## src/rtl/if_fetch_unit_if.sv

```systemverilog
// Memory-side fetch handshake between if_fetch_unit (master) and the memory controller (slave).
interface if_fetch_unit_if #(
   parameter int unsigned PC_WIDTH = 32
) ();

   logic                mem_req_out;
   logic [PC_WIDTH-1:0] mem_addr_out;
   logic                mem_done_in;
   logic [PC_WIDTH-1:0] mem_data_in;

   modport master (
      output mem_req_out,
      output mem_addr_out,
      input  mem_done_in,
      input  mem_data_in
   );

   modport slave (
      input  mem_req_out,
      input  mem_addr_out,
      output mem_done_in,
      output mem_data_in
   );

endinterface

```

## src/rtl/if_fetch_unit.sv

```systemverilog
// Instruction-fetch front end: owns the PC, issues word fetches, buffers one instruction for IF/ID.
// Optional IF_STALL_CNT_EN adds saturating stall-cycle and redirect counters.
module if_fetch_unit #(
   parameter int unsigned         PC_WIDTH = 32,
   parameter logic [PC_WIDTH-1:0] RESET_PC = '0
) (
   input  logic                clk_in,
   input  logic                rst_in,
   input  logic [5:0]          stall_in,
   input  logic                branch_en_in,
   input  logic [PC_WIDTH-1:0] branch_target_in,
   if_fetch_unit_if.master     mem_if,
   output logic                if_stall_out,
   output logic [PC_WIDTH-1:0] pc_out,
   output logic [PC_WIDTH-1:0] inst_out,
   output logic                inst_valid_out
`ifdef IF_STALL_CNT_EN
   ,
   output logic [31:0]         stall_cnt_out,
   output logic [31:0]         redirect_cnt_out
`endif
);

   localparam int unsigned CNT_W = 32;

   typedef enum logic [1:0] {
      S_IDLE = 2'd0,
      S_WAIT = 2'd1,
      S_FULL = 2'd2
   } state_e;

   state_e              state_q,    state_d;
   logic [PC_WIDTH-1:0] pc_q,       pc_d;
   logic                kill_q,     kill_d;
   logic [PC_WIDTH-1:0] kill_tgt_q, kill_tgt_d;
   logic [PC_WIDTH-1:0] addr_q,     addr_d;
   logic [PC_WIDTH-1:0] inst_q,     inst_d;
   logic [PC_WIDTH-1:0] pc_buf_q,   pc_buf_d;
   logic                valid_q,    valid_d;

   // Stall bits above the IF/ID hold are meant for later pipeline stages.
   logic unused_stall_hi;
   assign unused_stall_hi = ^stall_in[5:2];

   // State register.
   always_ff @(posedge clk_in or negedge rst_in) begin
      if (!rst_in) begin
         state_q    <= S_IDLE;
         pc_q       <= RESET_PC;
         kill_q     <= 1'b0;
         kill_tgt_q <= '0;
         addr_q     <= '0;
         inst_q     <= '0;
         pc_buf_q   <= '0;
         valid_q    <= 1'b0;
      end else begin
         state_q    <= state_d;
         pc_q       <= pc_d;
         kill_q     <= kill_d;
         kill_tgt_q <= kill_tgt_d;
         addr_q     <= addr_d;
         inst_q     <= inst_d;
         pc_buf_q   <= pc_buf_d;
         valid_q    <= valid_d;
      end
   end

   // Next-state logic; a redirect always wins over consumption or delivery.
   always_comb begin
      state_d    = state_q;
      pc_d       = pc_q;
      kill_d     = kill_q;
      kill_tgt_d = kill_tgt_q;
      addr_d     = addr_q;
      inst_d     = inst_q;
      pc_buf_d   = pc_buf_q;
      valid_d    = valid_q;

      unique case (state_q)
         S_IDLE: begin
            if (branch_en_in) begin
               pc_d    = branch_target_in;
               valid_d = 1'b0;
            end else if (!stall_in[0]) begin
               addr_d  = pc_q;
               state_d = S_WAIT;
            end
         end

         S_WAIT: begin
            if (mem_if.mem_done_in) begin
               if (branch_en_in) begin
                  pc_d    = branch_target_in;
                  kill_d  = 1'b0;
                  state_d = S_IDLE;
               end else if (kill_q) begin
                  pc_d    = kill_tgt_q;
                  kill_d  = 1'b0;
                  state_d = S_IDLE;
               end else begin
                  inst_d   = mem_if.mem_data_in;
                  pc_buf_d = pc_q;
                  valid_d  = 1'b1;
                  state_d  = S_FULL;
               end
            end else if (branch_en_in) begin
               // Request stays in flight; its data is dropped on arrival.
               kill_d     = 1'b1;
               kill_tgt_d = branch_target_in;
            end
         end

         S_FULL: begin
            if (branch_en_in) begin
               pc_d    = branch_target_in;
               valid_d = 1'b0;
               state_d = S_IDLE;
            end else if (!stall_in[1]) begin
               pc_d    = pc_q + PC_WIDTH'(4);
               valid_d = 1'b0;
               state_d = S_IDLE;
            end
         end

         default: begin
            state_d = S_IDLE;
         end
      endcase
   end

   assign mem_if.mem_req_out  = (state_q == S_WAIT);
   assign mem_if.mem_addr_out = addr_q;
   assign if_stall_out        = (state_q == S_WAIT);
   assign pc_out              = pc_buf_q;
   assign inst_out            = inst_q;
   assign inst_valid_out      = valid_q;

`ifdef IF_STALL_CNT_EN
   logic [CNT_W-1:0] stall_cnt_q;
   logic [CNT_W-1:0] redirect_cnt_q;

   // Saturating event counters.
   always_ff @(posedge clk_in or negedge rst_in) begin
      if (!rst_in) begin
         stall_cnt_q    <= '0;
         redirect_cnt_q <= '0;
      end else begin
         if ((state_q == S_WAIT) && (stall_cnt_q != '1)) begin
            stall_cnt_q <= stall_cnt_q + CNT_W'(1);
         end
         if (branch_en_in && (redirect_cnt_q != '1)) begin
            redirect_cnt_q <= redirect_cnt_q + CNT_W'(1);
         end
      end
   end

   assign stall_cnt_out    = stall_cnt_q;
   assign redirect_cnt_out = redirect_cnt_q;
`endif

endmodule

```

## src/flat_wrapper.sv

```systemverilog
// flat-port wrapper written by rule: the top's interface ports become plain ports
module if_fetch_unit_flat 
#(
   parameter int unsigned         PC_WIDTH = 32,
   parameter logic [PC_WIDTH-1:0] RESET_PC = '0
)
  (clk_in, rst_in, stall_in, branch_en_in, branch_target_in, if_stall_out, pc_out, inst_out, inst_valid_out, mem_if_mem_req_out, mem_if_mem_addr_out, mem_if_mem_done_in, mem_if_mem_data_in);
  if_fetch_unit_if #(.PC_WIDTH(PC_WIDTH)) mem_if_i ();
  input  logic clk_in;
  input  logic rst_in;
  input  logic [5:0] stall_in;
  input  logic branch_en_in;
  input  logic [PC_WIDTH-1:0] branch_target_in;
  output logic if_stall_out;
  output logic [PC_WIDTH-1:0] pc_out;
  output logic [PC_WIDTH-1:0] inst_out;
  output logic inst_valid_out;
  output wire logic [$bits(mem_if_i.mem_req_out)-1:0] mem_if_mem_req_out;
  output wire logic [$bits(mem_if_i.mem_addr_out)-1:0] mem_if_mem_addr_out;
  input wire logic [$bits(mem_if_i.mem_done_in)-1:0] mem_if_mem_done_in;
  input wire logic [$bits(mem_if_i.mem_data_in)-1:0] mem_if_mem_data_in;
  assign mem_if_mem_req_out = mem_if_i.mem_req_out;
  assign mem_if_mem_addr_out = mem_if_i.mem_addr_out;
  assign mem_if_i.mem_done_in = mem_if_mem_done_in;
  assign mem_if_i.mem_data_in = mem_if_mem_data_in;
  if_fetch_unit #(.PC_WIDTH(PC_WIDTH), .RESET_PC(RESET_PC)) u_core (.clk_in(clk_in), .rst_in(rst_in), .stall_in(stall_in), .branch_en_in(branch_en_in), .branch_target_in(branch_target_in), .mem_if(mem_if_i), .if_stall_out(if_stall_out), .pc_out(pc_out), .inst_out(inst_out), .inst_valid_out(inst_valid_out));
endmodule
```

## config.mk

```make
export PLATFORM = sky130hd
export DESIGN_NAME = if_fetch_unit_flat
export DESIGN_NICKNAME = d
export VERILOG_FILES = /design/src/rtl/if_fetch_unit_if.sv /design/src/rtl/if_fetch_unit.sv /design/src/flat_wrapper.sv
export SDC_FILE = /design/constraint.sdc
export NUM_CORES = 1
export LEC_CHECK = 0
export ABC_CLOCK_PERIOD_IN_PS = 3500
export CAP_MARGIN = 10
export CELL_PAD_IN_SITES_DETAIL_PLACEMENT = 0
export CELL_PAD_IN_SITES_GLOBAL_PLACEMENT = 1
export CORE_UTILIZATION = 35
export DETAILED_ROUTE_END_ITERATION = 12
export PLACE_DENSITY_LB_ADDON = 0.1
export SLEW_MARGIN = 10
export SYNTH_ARGS = -nofsm -noshare
export SYNTH_HDL_FRONTEND = slang
export SYNTH_SLANG_ARGS = --single-unit
```

## constraint.sdc

```tcl
create_clock -name clk_in -period 3.5 [get_ports clk_in]
set_input_delay 0.7 -clock clk_in [delete_from_list [all_inputs] [get_ports clk_in]]
set_output_delay 0.7 -clock clk_in [all_outputs]
set_load 0.005 [all_outputs]
```

After elaboration in Yosys (flattened, before gate mapping)

Cells that the tools add are included.

Register bits: 164
Input port bits: 74

Eq/ne operators: 10
Bitwise logic cells: 4
$add $sub $neg: 1
Reduce and logical (&&, ||, !) cells: 10
Multiplexer cells: 24

Operator list:

| operator                                               | number |
|---|---|
| two-way mux 32 bit                                     | 6 |
| case mux 32 bit (3 select lines)                       | 1 |
| adder 32 x 3 -> 32 bit (second input constant)         | 1 |
| two-way mux 2 bit                                      | 7 |
| inequality test 2 bit (second input constant)          | 5 |
| two-way mux 1 bit                                      | 8 |
| AND reduction 4 bit                                    | 2 |
| case mux 2 bit (3 select lines)                        | 1 |
| AND reduction 3 bit                                    | 2 |
| AND reduction 6 bit                                    | 1 |
| AND reduction 5 bit                                    | 1 |
| NOT 1 bit                                              | 4 |
| inequality test 3 x 2 -> 1 bit (second input constant) | 1 |
| inequality test 3 bit (second input constant)          | 1 |
| case mux 1 bit (3 select lines)                        | 1 |
| nonzero test 3 bit                                     | 1 |
| equality test 2 x 1 -> 1 bit (second input constant)   | 1 |
| equality test 2 bit (second input constant)            | 1 |
| logical NOT 2 bit                                      | 1 |
| inequality test 2 x 1 -> 1 bit (second input constant) | 1 |
| AND reduction 2 bit                                    | 1 |
| nonzero test 2 bit                                     | 1 |

Longest topological paths before layout

Gate-level depths: netlist of the first run.

Word-level depth: 4
Gate-level depth with buffers: 10
Mapped depth without buffers: 7

Least setup slack after synthesis of the first run

No wires, ideal clock.

Path kind: reg2reg
Start: register u_core.state_q[1]
End: register u_core.pc_q[11]
Data required time: 3,373 ps
Path slack: 1,391 ps
Cell stages (with the launch flop): 10
Period minus slack after synthesis: 2,109 ps
Arrival: 1,982 ps
Cells stage by stage: dfrtp_1 -> inv_1 -> ha_1 -> nor2b_1 -> a2111oi_4 -> nand2_1 -> buf_2 -> clkbuf_1 -> a221oi_1 -> nor2_1

Longest elaborated chain between the ends: 3

Ends and longest elaborated chain:

| item                                                             | line                | source |
|---|---|---|
| start, declared                                                  | if_fetch_unit.sv:32 | `state_e state_q, state_d;` |
| start signal, assigned                                           | if_fetch_unit.sv:57 | `state_q <= state_d;` |
| equality test 2 x 1 -> 1 bit (*)                                 | -                   |  |
| via if_stall_out                                                 | flat_wrapper.sv:14  | `output logic if_stall_out;` |
| inequality test 3 x 2 -> 1 bit (no line) (tied with other cells) | -                   |  |
| AND reduction 5 bit (no line)                                    | -                   |  |
| end signal, assigned                                             | if_fetch_unit.sv:58 | `pc_q <= pc_d;` |
| end, declared                                                    | if_fetch_unit.sv:33 | `logic [PC_WIDTH-1:0] pc_q, pc_d;` |

The timed path passes the listed nets; every way through them passes the cells marked *.
A chain may end at the register's enable or synchronous reset.

Final worst setup path of the first run

Start: register u_core.state_q[1]
End: output port mem_if_mem_req_out

Longest elaborated chain between the ends: 1

Ends and longest elaborated chain:

| item                         | line                 | source |
|---|---|---|
| equality test 2 x 1 -> 1 bit | if_fetch_unit.sv:131 | `assign mem_if.mem_req_out = (state_q == S_WAIT);` |
| end, declared                | flat_wrapper.sv:18   | `output wire logic [$bits(mem_if_i.mem_req_out)-1:0] mem_if_mem_req_out;` |

Every way passes these cells.

==> metrics.txt, run 1 <==
top-area cell type share of the netlist area=0.549; die area=~22000 um^2; Placement Rows=53; sequential-to-total area share from yosys stat=0.549; Setup Buffers After CTS=0; total power draw=0.00933 W; ys flop type=dfrtp_1; Leakage Power=4.17 nW; Least-Margin Pin Slew=765 ps; Synth area leaders=dfrtp_1, mux2_2, o21ai_0; Initial Util=0.357; gp weighted congestion=0.774; endpoints failing setup=0; Nets=861; GRT Total Usage=0.194; largest area contributor in the netlist=dfrtp_1; die height=148 um; Final Non-Filler Cells=1069; pwr/cell area=just over 900 nW/um^2; initial antenna violation count=0; async set-reset flop share out of synthesis=1.00; fill count=1923; CORE AREA=21000 um^2; peak supply drop=0.369 mV; Synth Instances=622; DR vias/cell=5.38; fin. max-slew vios=0; Post-CTS Resized=0; Warnings, synthesis=0; Port Buffer Count=168; # diodes=0; CP Launch Point=u_core.state_q[1]; DRC violations left=0; max-slew headroom at the worst pin=0.490; Worst Hold Class=primary input to async pin; unrepaired setup endpoints after global routing=no; clk sink count=between 150 and 200; Routed Wire Length=20300 um; Worst R2R Start=u_core.state_q[0]; post-route ant nets=0; drt pass-1 iters=5; Synth Net Count=701; dpl cells=1038; die width=148 um; Bufs on Longest Clock Path=2; Top Ports=173; Mapped Area=7480 um^2; WP data required=2800 ps; Fmax=380 MHz; Tcrit/Tclk final=0.751; Worst Setup End Kind=output port; largest net degree at the start of global routing=68; Max FO, Critical Path=11; share of layout cells above drive strength 1=0.237; run status=complete, no violations; Syn-to-layout area delta=35.1%; Layout Skew=12.5 ps; H-tree depth=4; first-pass GRT wire length=32500 um; vias in the first global route=about 5900; final number of hold-violating endpoints=0; CTS tree=built; DR iter-0 viols=229; Remaining Overflow, GRT=0; Crit path arrival time=1930 ps; worst setup path category=flop to output port; Post-synth EDFFs=0; crit path time final=2630 ps; Post-CTS Hold Buffers=0; HPWL reported at the end of detailed placement=about 14000 um; Skew-Pair Late Insertion Delay=between 400 and 500 ps; Syn Area/Cell=about 12 um^2; setup tns final=0 ps; via count=5752; WL/cell=19.0 um; Startpoint Class=flop; CTS root buf=clkbuf_16; synthesis-stage register bit count=~160; max-cap violations=0; CTS clock-pin slew for the worst setup and hold paths=roughly 70 ps; CTS Buf Count=17; Yosys cell types=51
-- cell type report --
cell class / count / area [um^2] / share of cell area
clock buffers: 18 / 439 / 0.0435
clock inverters: 13 / 170 / 0.0168
inverters: 10 / 37.5 / 0.00372
multi-input cells: 402 / 3140 / 0.311
flip-flops and latches: 164 / 4100 / 0.406
well taps: 275 / 344 / 0.0341
repair buffers: 187 / 1860 / 0.184
-- worst paths after layout --
kind | slack [ps] | to | depth (start not counted)
worst min-delay path | 240 | u_core.mem_if.mem_addr_out[22] | 1
max in group asynchronous | 2290 | u_core.pc_out[25] | 2
min in group clk_in | 500 | u_core.inst_out[16] | 1
worst min register to register | 500 | u_core.inst_out[16] | 1
worst max register to register | 940 | u_core.pc_q[31] | 8
worst max-delay path | 870 | mem_if_mem_req_out | 3
-- flip-flops by register name, indices dropped and copies added (netlist names) --
| signal | flops |
|---|---|
| u_core.kill_q | 1 |
| u_core.pc_q | 32 |
| u_core.inst_out | 32 |
| u_core.pc_out | 32 |
| u_core.state_q | 2 |
| u_core.inst_valid_out | 1 |
| u_core.kill_tgt_q | 32 |
| u_core.mem_if.mem_addr_out | 32 |
-- metal layers --
layer | global-route usage | routed length [um] | part of all wire | vias up
met5 | 0 | 0 | 0 | -
li1 | - | - | - | 2615
met3 | 0.0334 | 973 | 0.048 | 29
met4 | 0.0799 | 447 | 0.022 | 0
met1 | 0.241 | 8630 | 0.42 | 2914
met2 | 0.331 | 10300 | 0.51 | 194
-- synth_stat cells, drive strengths merged (2+ instances only) --
cell type / count
and4: 6
inv: 10
nor2: 33
ha: 5
o21ai: 53
nor4: 4
a221oi: 6
o31a: 2
nand4: 5
nand2b: 2
a21oi: 14
a41oi: 2
nand2: 27
o311ai: 4
or3: 4
xnor2: 4
and2: 4
a31oi: 13
nor3: 8
o2bb2ai: 2
and3: 4
mux2: 128
nand3: 18
a22oi: 8
a311oi: 2
dfrtp: 164
buf: 22
o221ai: 4
clkbuf: 24
xor2: 3
o22ai: 2
nor2b: 5
o211ai: 3
a22o: 12
a21o: 3
a222oi: 3
-- cell usage in the layout, fill, tap and decap left out, drive strengths merged, types with 16 or more instances in the layout --
cell           Yosys  final
clkbuf            24     18
buf               22     20
o21ai             53     53
dfrtp            164    164
nand2             27     27
nor2              33     33
inv               10     16
clkdlybuf4s50      0    167
mux2             128    128
nand3             18     18
-- power by group --
group          switching, W  internal, W  total (W)
Combinational       0.00160      0.00223    0.00383
Sequential         0.000723      0.00283    0.00355
Clock              0.000800      0.00115    0.00195
Total               0.00312      0.00621    0.00933
-- through the flow --
| stage | hold slack, ps | util | worst slack (ps) | area (um^2) |
|---|---|---|---|---|
| after floorplan | 404 | - | 1390 | 7480 |
| after global placement | 486 | 0.453 | 603 | 9490 |
| after detailed placement | 488 | 0.453 | 581 | 9490 |
| after CTS | 248 | 0.482 | 840 | 10100 |
| after global routing | 268 | 0.482 | 744 | 10100 |
| final | 236 | 0.482 | 872 | 10100 |
-- cell families after synthesis --
logic type / after synthesis / synth area share
AO/OA/AOI/OAI: 139 / 0.125
XOR/XNOR: 7 / 0.00820
adder cells (fa/ha/maj): 5 / 0.00837
buffers and inverters: 56 / 0.0321
flip-flops: 164 / 0.549
multiplexers: 129 / 0.194
AND/OR/NAND/NOR: 122 / 0.0830
-- critical path, cell delays in order, from the launching register on --
cell and delay, ps:
dfrtp_1 410, inv_1 90, ha_1 410, clkdlybuf4s50_1 580
Note: power is estimated with default switching activity, not from simulation.
==> run 2, diff against run 1 <==
--- a/config.mk
+++ b/config.mk
@@ -5,7 +5,7 @@
 export SDC_FILE = /design/constraint.sdc
 export NUM_CORES = 1
 export LEC_CHECK = 0
-export ABC_CLOCK_PERIOD_IN_PS = 3500
+export ABC_CLOCK_PERIOD_IN_PS = 2250
 export CAP_MARGIN = 10
 export CELL_PAD_IN_SITES_DETAIL_PLACEMENT = 0
 export CELL_PAD_IN_SITES_GLOBAL_PLACEMENT = 1
==> constraint.sdc (replaced) <==
create_clock -name clk_in -period 2.25 [get_ports clk_in]
set_input_delay 0.45 -clock clk_in [delete_from_list [all_inputs] [get_ports clk_in]]
set_output_delay 0.45 -clock clk_in [all_outputs]
set_load 0.005 [all_outputs]
==> metrics.txt, run 2 (synthesis results as in run 1) <==
final number of hold-violating endpoints=0 (unchanged); Top Ports=173 (unchanged); Layout Skew=11.1 ps (was 12.5 ps); Skew-Pair Late Insertion Delay=420 ps (about the same); share of layout cells above drive strength 1=0.278 (was 0.237); Initial Util=0.357 (unchanged); clk sink count=164 (unchanged); Max FO, Critical Path=8 (was 11); Fmax=463 MHz; CTS clock-pin slew for the worst setup and hold paths=60 ps (was 70 ps); Worst R2R Path Depth=9 (was 8); Worst Min Path Start=u_core.pc_out[23]; DR iter-0 viols=379 (was 229); worst setup path category=flop to output port (unchanged); WL/cell=18.4 um (was 19.0 um); DR vias/cell=5.19 (was 5.38); Crit path arrival time=1710 ps (was 1930 ps); commonest non-fill, non-tap cell in the layout=clkdlybuf4s50_1 (unchanged); Largest stage delay, worst path=430 ps (was 580 ps); Least-Margin Pin Slew=476 ps (was 765 ps); r2r setup slk=150 ps (was 940 ps); dpl cells=1071 (was 1038); total power draw=0.0151 W (was 0.00933 W); CTS Buf Count=17 (unchanged); die height=148 um (unchanged); post-route ant nets=0 (unchanged); max-slew headroom at the worst pin=0.683 (was 0.490); WP data required=1800 ps (was 2800 ps); die area=21900 um^2 (unchanged); Bufs on Longest Clock Path=2 (unchanged); Tcrit/Tclk final=0.960; Worst R2R End=u_core.pc_q[14] (was u_core.pc_q[31]); Remaining Overflow, GRT=0 (unchanged); unrepaired setup endpoints after global routing=no (unchanged); CTS tree=built (unchanged); max-cap violations=0 (unchanged); Startpoint Class=flop (unchanged); Crit path buffers/inverters=3 (was 2); GRT Total Usage=0.195 (was 0.194); HPWL reported at the end of detailed placement=14400 um (was 13800 um); Placement Rows=53 (unchanged); Worst Setup End Kind=output port (unchanged); peak supply drop=0.545 mV (was 0.369 mV); endpoints failing setup=0 (unchanged); Final Non-Filler Cells=1110 (was 1069); setup tns final=0 ps (unchanged); largest net degree at the start of global routing=49 (was 68); DRC violations left=0 (unchanged); gp weighted congestion=0.849 (was 0.774); die width=148 um (unchanged); Crit-path slowest cell=clkdlybuf4s50_1 (unchanged); via count=5763 (was 5752); first-pass GRT wire length=32600 um (was 32500 um); Worst Hold Class=flop to flop (was primary input to async pin); hold path depth=1; Routed Wire Length=20400 um (was 20300 um); pwr/cell area=1430 nW/um^2 (was 924 nW/um^2); initial antenna violation count=0 (unchanged); delay-heaviest family, CP=buffers and inverters (unchanged); vias in the first global route=5956 (was 5933); hold path endpoint=u_core.pc_out[23]; Port Buffer Count=168 (unchanged); H-tree depth=4 (unchanged); # diodes=0 (unchanged); CORE AREA=21000 um^2 (unchanged); Worst R2R Start=u_core.state_q[0] (unchanged); final core occ=0.503 (was 0.482); CTS root buf=clkbuf_16 (unchanged); cell-by-cell trace of the critical path=buf_4 -> ha_4 -> buf_12 -> clkdlybuf4s50_1 (was inv_1 -> ha_1 -> clkdlybuf4s50_1); Nets=902 (was 861); run status=complete, no violations (unchanged); drt pass-1 iters=5 (unchanged); fin. max-slew vios=0 (unchanged); leading cell types in the layout, fill and taps excluded=clkdlybuf4s50_1, dfrtp_1, mux2_2 (unchanged); Leakage Power=4.42 nW (was 4.17 nW); Syn-to-layout area delta=41.1% (was 35.1%); crit path time final=2160 ps
==> run 2: worst register-to-register path: stages (launching register included) <==
cell and delay [ps]:
dfrtp_1 380, inv_1 70, ha_1 210, nor2b_2 180, a2111oi_4 390, buf_4 170
and2_4 160, buf_6 130, nand2_1 130, o211ai_1 200
==> run 2: cell type report <==
type	instances	area (um^2)
fill	1897	10400
inverter	10	37.5
clock buffer	17	425
timing repair buffer	228	2310
clock inverter	14	166
sequential	164	4100
multi-input combinational	402	3160
tap	275	344
==> run 2: stage by stage <==
stage          cell area, um^2  hold slack [ps]  worst slack [ps]
2_1_floorplan             7480              154               141
3_3_place_gp              9830              419              -174
3_5_place_dp              9830              426              -193
4_1_cts                  10500              509              16.0
5_1_grt                  10500              518              15.1
6_report                 10500              504              89.8
==> run 2: what timing repair did <==
action | CTS | global route
hold buffers | 1 | 0
setup endpoints to repair | 2 | 18
setup buffers | 1 | 5
resized for setup | 6 | 6
endpoints found under the hold margin | 42 | 0
cloned | 1 | 0
pin swaps | 0 | 2
==> run 2: worst max path at each step <==
stage                    endpoint         startpoint  slack, ps  cells after the start
3_3_place_gp      u_core.pc_q[12]       branch_en_in       -170                      8
3_5_place_dp      u_core.pc_q[14]       branch_en_in       -190                      8
4_1_cts           u_core.pc_q[14]  u_core.state_q[0]         20                      9
5_1_grt           u_core.pc_q[23]  u_core.state_q[0]         20                      9
2_1_floorplan     u_core.pc_q[11]  u_core.state_q[1]        140                      9
6_report       mem_if_mem_req_out  u_core.state_q[0]         90                      4
==> run 2: per-layer routing <==
metal,track usage,part of all wire
met5,0,0
met4,0.0582,0.013
met3,0.0390,0.042
met2,0.333,0.52
met1,0.248,0.43
==> run 2: where the power goes <==
group          internal (W)  leakage (nW)  switching, W
clock network       0.00167         0.286       0.00126
logic               0.00405          2.11       0.00268
registers           0.00440          2.02       0.00105
==> run 3, diff against run 2 <==
--- a/config.mk
+++ b/config.mk
@@ -5,7 +5,7 @@
 export SDC_FILE = /design/constraint.sdc
 export NUM_CORES = 1
 export LEC_CHECK = 0
-export ABC_CLOCK_PERIOD_IN_PS = 2250
+export ABC_CLOCK_PERIOD_IN_PS = 1890
 export CAP_MARGIN = 10
 export CELL_PAD_IN_SITES_DETAIL_PLACEMENT = 0
 export CELL_PAD_IN_SITES_GLOBAL_PLACEMENT = 1
==> constraint.sdc (replaced) <==
create_clock -name clk_in -period 1.89 [get_ports clk_in]
set_input_delay 0.378 -clock clk_in [delete_from_list [all_inputs] [get_ports clk_in]]
set_output_delay 0.378 -clock clk_in [all_outputs]
set_load 0.005 [all_outputs]
==> metrics.txt, run 3 (synthesis results as in run 1) <==
run status=complete, but fails checks (was complete, no violations); failing checks=negative setup slack; post-route ant nets=0 (unchanged); setup tns final=-4490 ps (was 0 ps); gp weighted congestion=0.840 (was 0.849); CORE AREA=21000 um^2 (unchanged); DR iter-0 viols=359 (was 379); die height=148 um (unchanged); Routed Wire Length=23400 um (was 20400 um); commonest non-fill, non-tap cell in the layout=clkdlybuf4s50_1 (unchanged); Leakage Power=5.05 nW (was 4.42 nW); Placement Rows=53 (unchanged); placed standard-cell area=10100 um^2 (was 9830 um^2); largest net degree at the start of global routing=52 (was 49); CTS tree=built (unchanged); Tcrit/Tclk final=1.11; Startpoint Class=flop (unchanged); final number of hold-violating endpoints=0 (unchanged); CTS root buf=clkbuf_16 (unchanged); Layout Skew=7.68 ps (was 11.1 ps); die width=148 um (unchanged); # diodes=0 (unchanged); endpoints failing setup=116 (was 0); CTS clock-pin slew for the worst setup and hold paths=70 ps (was 60 ps); Port Buffer Count=168 (unchanged); HPWL reported at the end of detailed placement=15100 um (was 14400 um); Worst Setup End Kind=flop (was output port); post-route cell area=11600 um^2 (was 10500 um^2); GRT Total Usage=0.205 (was 0.195); WL/cell=20.1 um (was 18.4 um); die area=21900 um^2 (unchanged); H-tree depth=4 (unchanged); met1 Usage GRT=0.256 (was 0.248); Remaining Overflow, GRT=0 (unchanged); max-cap violations=0 (unchanged); DRC violations left=0 (unchanged); fin. max-slew vios=0 (unchanged); drt pass-1 iters=5 (unchanged); Worst Hold Class=primary input to async pin (was flop to flop); r2r setup slk=-200 ps (was 150 ps); first-pass GRT wire length=34600 um (was 32600 um); global routing's busiest layer=met2 (unchanged); DR vias/cell=5.26 (was 5.19); share of layout cells above drive strength 1=0.359 (was 0.278); max-slew headroom at the worst pin=0.735 (was 0.683); clk sink count=164 (unchanged); CTS Buf Count=17 (unchanged); WP data required=2190 ps (was 1800 ps); pwr/cell area=1690 nW/um^2 (was 1430 nW/um^2); peak supply drop=0.754 mV (was 0.545 mV); Max FO, Critical Path=13 (was 8); Syn-to-layout area delta=55.4% (was 41.1%); worst setup path category=flop to flop (was flop to output port); met2 Usage GRT=0.359 (was 0.333); final worst setup slack=-201 ps (was 89.8 ps); initial antenna violation count=0 (unchanged); Bufs on Longest Clock Path=2 (unchanged); leading cell types in the layout, fill and taps excluded=clkdlybuf4s50_1, dfrtp_1, mux2_4 (was clkdlybuf4s50_1, dfrtp_1, mux2_2); Nets=958 (was 902); vias in the first global route=6283 (was 5956); Top Ports=173 (unchanged); Fmax=478 MHz; crit path time final=2090 ps; fill count=1793 (was 1897); Initial Util=0.357 (unchanged); unrepaired setup endpoints after global routing=yes (was no); Crit path arrival time=2390 ps (was 1710 ps); Skew-Pair Late Insertion Delay=430 ps (was 420 ps); grt met3 use=0.0359 (was 0.0390); via count=6141 (was 5763); Least-Margin Pin Slew=397 ps (was 476 ps)
==> run 3: worst paths after layout <==
path                                       from              endpoint  depth (start not counted)
min                                      rst_in       u_core.pc_q[23]                          2
max                           u_core.state_q[1]       u_core.pc_q[31]                         10
min reg2reg                u_core.kill_tgt_q[4]  u_core.kill_tgt_q[4]                          1
min in group clk_in        u_core.kill_tgt_q[4]  u_core.kill_tgt_q[4]                          1
max in group asynchronous                rst_in       u_core.pc_q[13]                          3
max reg2reg                   u_core.state_q[1]       u_core.pc_q[31]                         10
==> run 3: worst max-delay path: stages, from the launching register on <==
cell and delay [ps]:
dfrtp_1 390, buf_6 120, inv_4 30, ha_4 160
nor2b_4 130, a2111oi_4 390, buf_4 180, and2_4 140
buf_12 140, mux2i_1 190, o211ai_1 100
==> run 3: metrics by stage <==
step                      power (W)  instances  utilization  hold WS (ps)  setup WS [ps]
after floorplan              0.0103        622            -          82.4          -81.4
after global placement       0.0144       1098        0.481           311           -411
after detailed placement     0.0147       1098        0.481           314           -470
after CTS                    0.0186       1142        0.520           438           -174
after global routing         0.0209       1167        0.554           438           -307
final                        0.0196       1167        0.554           422           -201
==> run 3: metal layers <==
| layer | up-vias | wire, um |
|---|---|---|
| met1 | 3104 | 9990 |
| met5 | - | 0 |
| li1 | 2819 | - |
| met2 | 185 | 12000 |
| met4 | 0 | 531 |
| met3 | 33 | 918 |
==> run 3: what timing repair did <==
action                                 CTS  global route
buffers inserted                         9            13
endpoints found under the hold margin   32             0
hold buffers                             1             0
pin swaps                               10            16
setup endpoints to repair               48           152
gates resized for setup                 53           106
gates cloned                             2            13
==> run 3: cell type report <==
type | instances | area [um^2] | share of cell area
clock buffers | 18 | 439 | 0.0378
clock inverters | 14 | 148 | 0.0127
inverters | 10 | 40.0 | 0.00345
multi-input cells | 402 | 3540 | 0.305
flip-flops and latches | 164 | 4110 | 0.353
well taps | 275 | 344 | 0.0296
repair buffers | 284 | 3000 | 0.258
==> run 3: where the power goes <==
group / total (W) / internal, W / leakage [nW] / switching [W]
clock: 0.00347 / 0.00181 / 0.292 / 0.00165
sequential: 0.00645 / 0.00524 / 2.02 / 0.00120
combinational: 0.00970 / 0.00591 / 2.74 / 0.00379
total: 0.0196 / 0.0130 / 5.05 / 0.00665
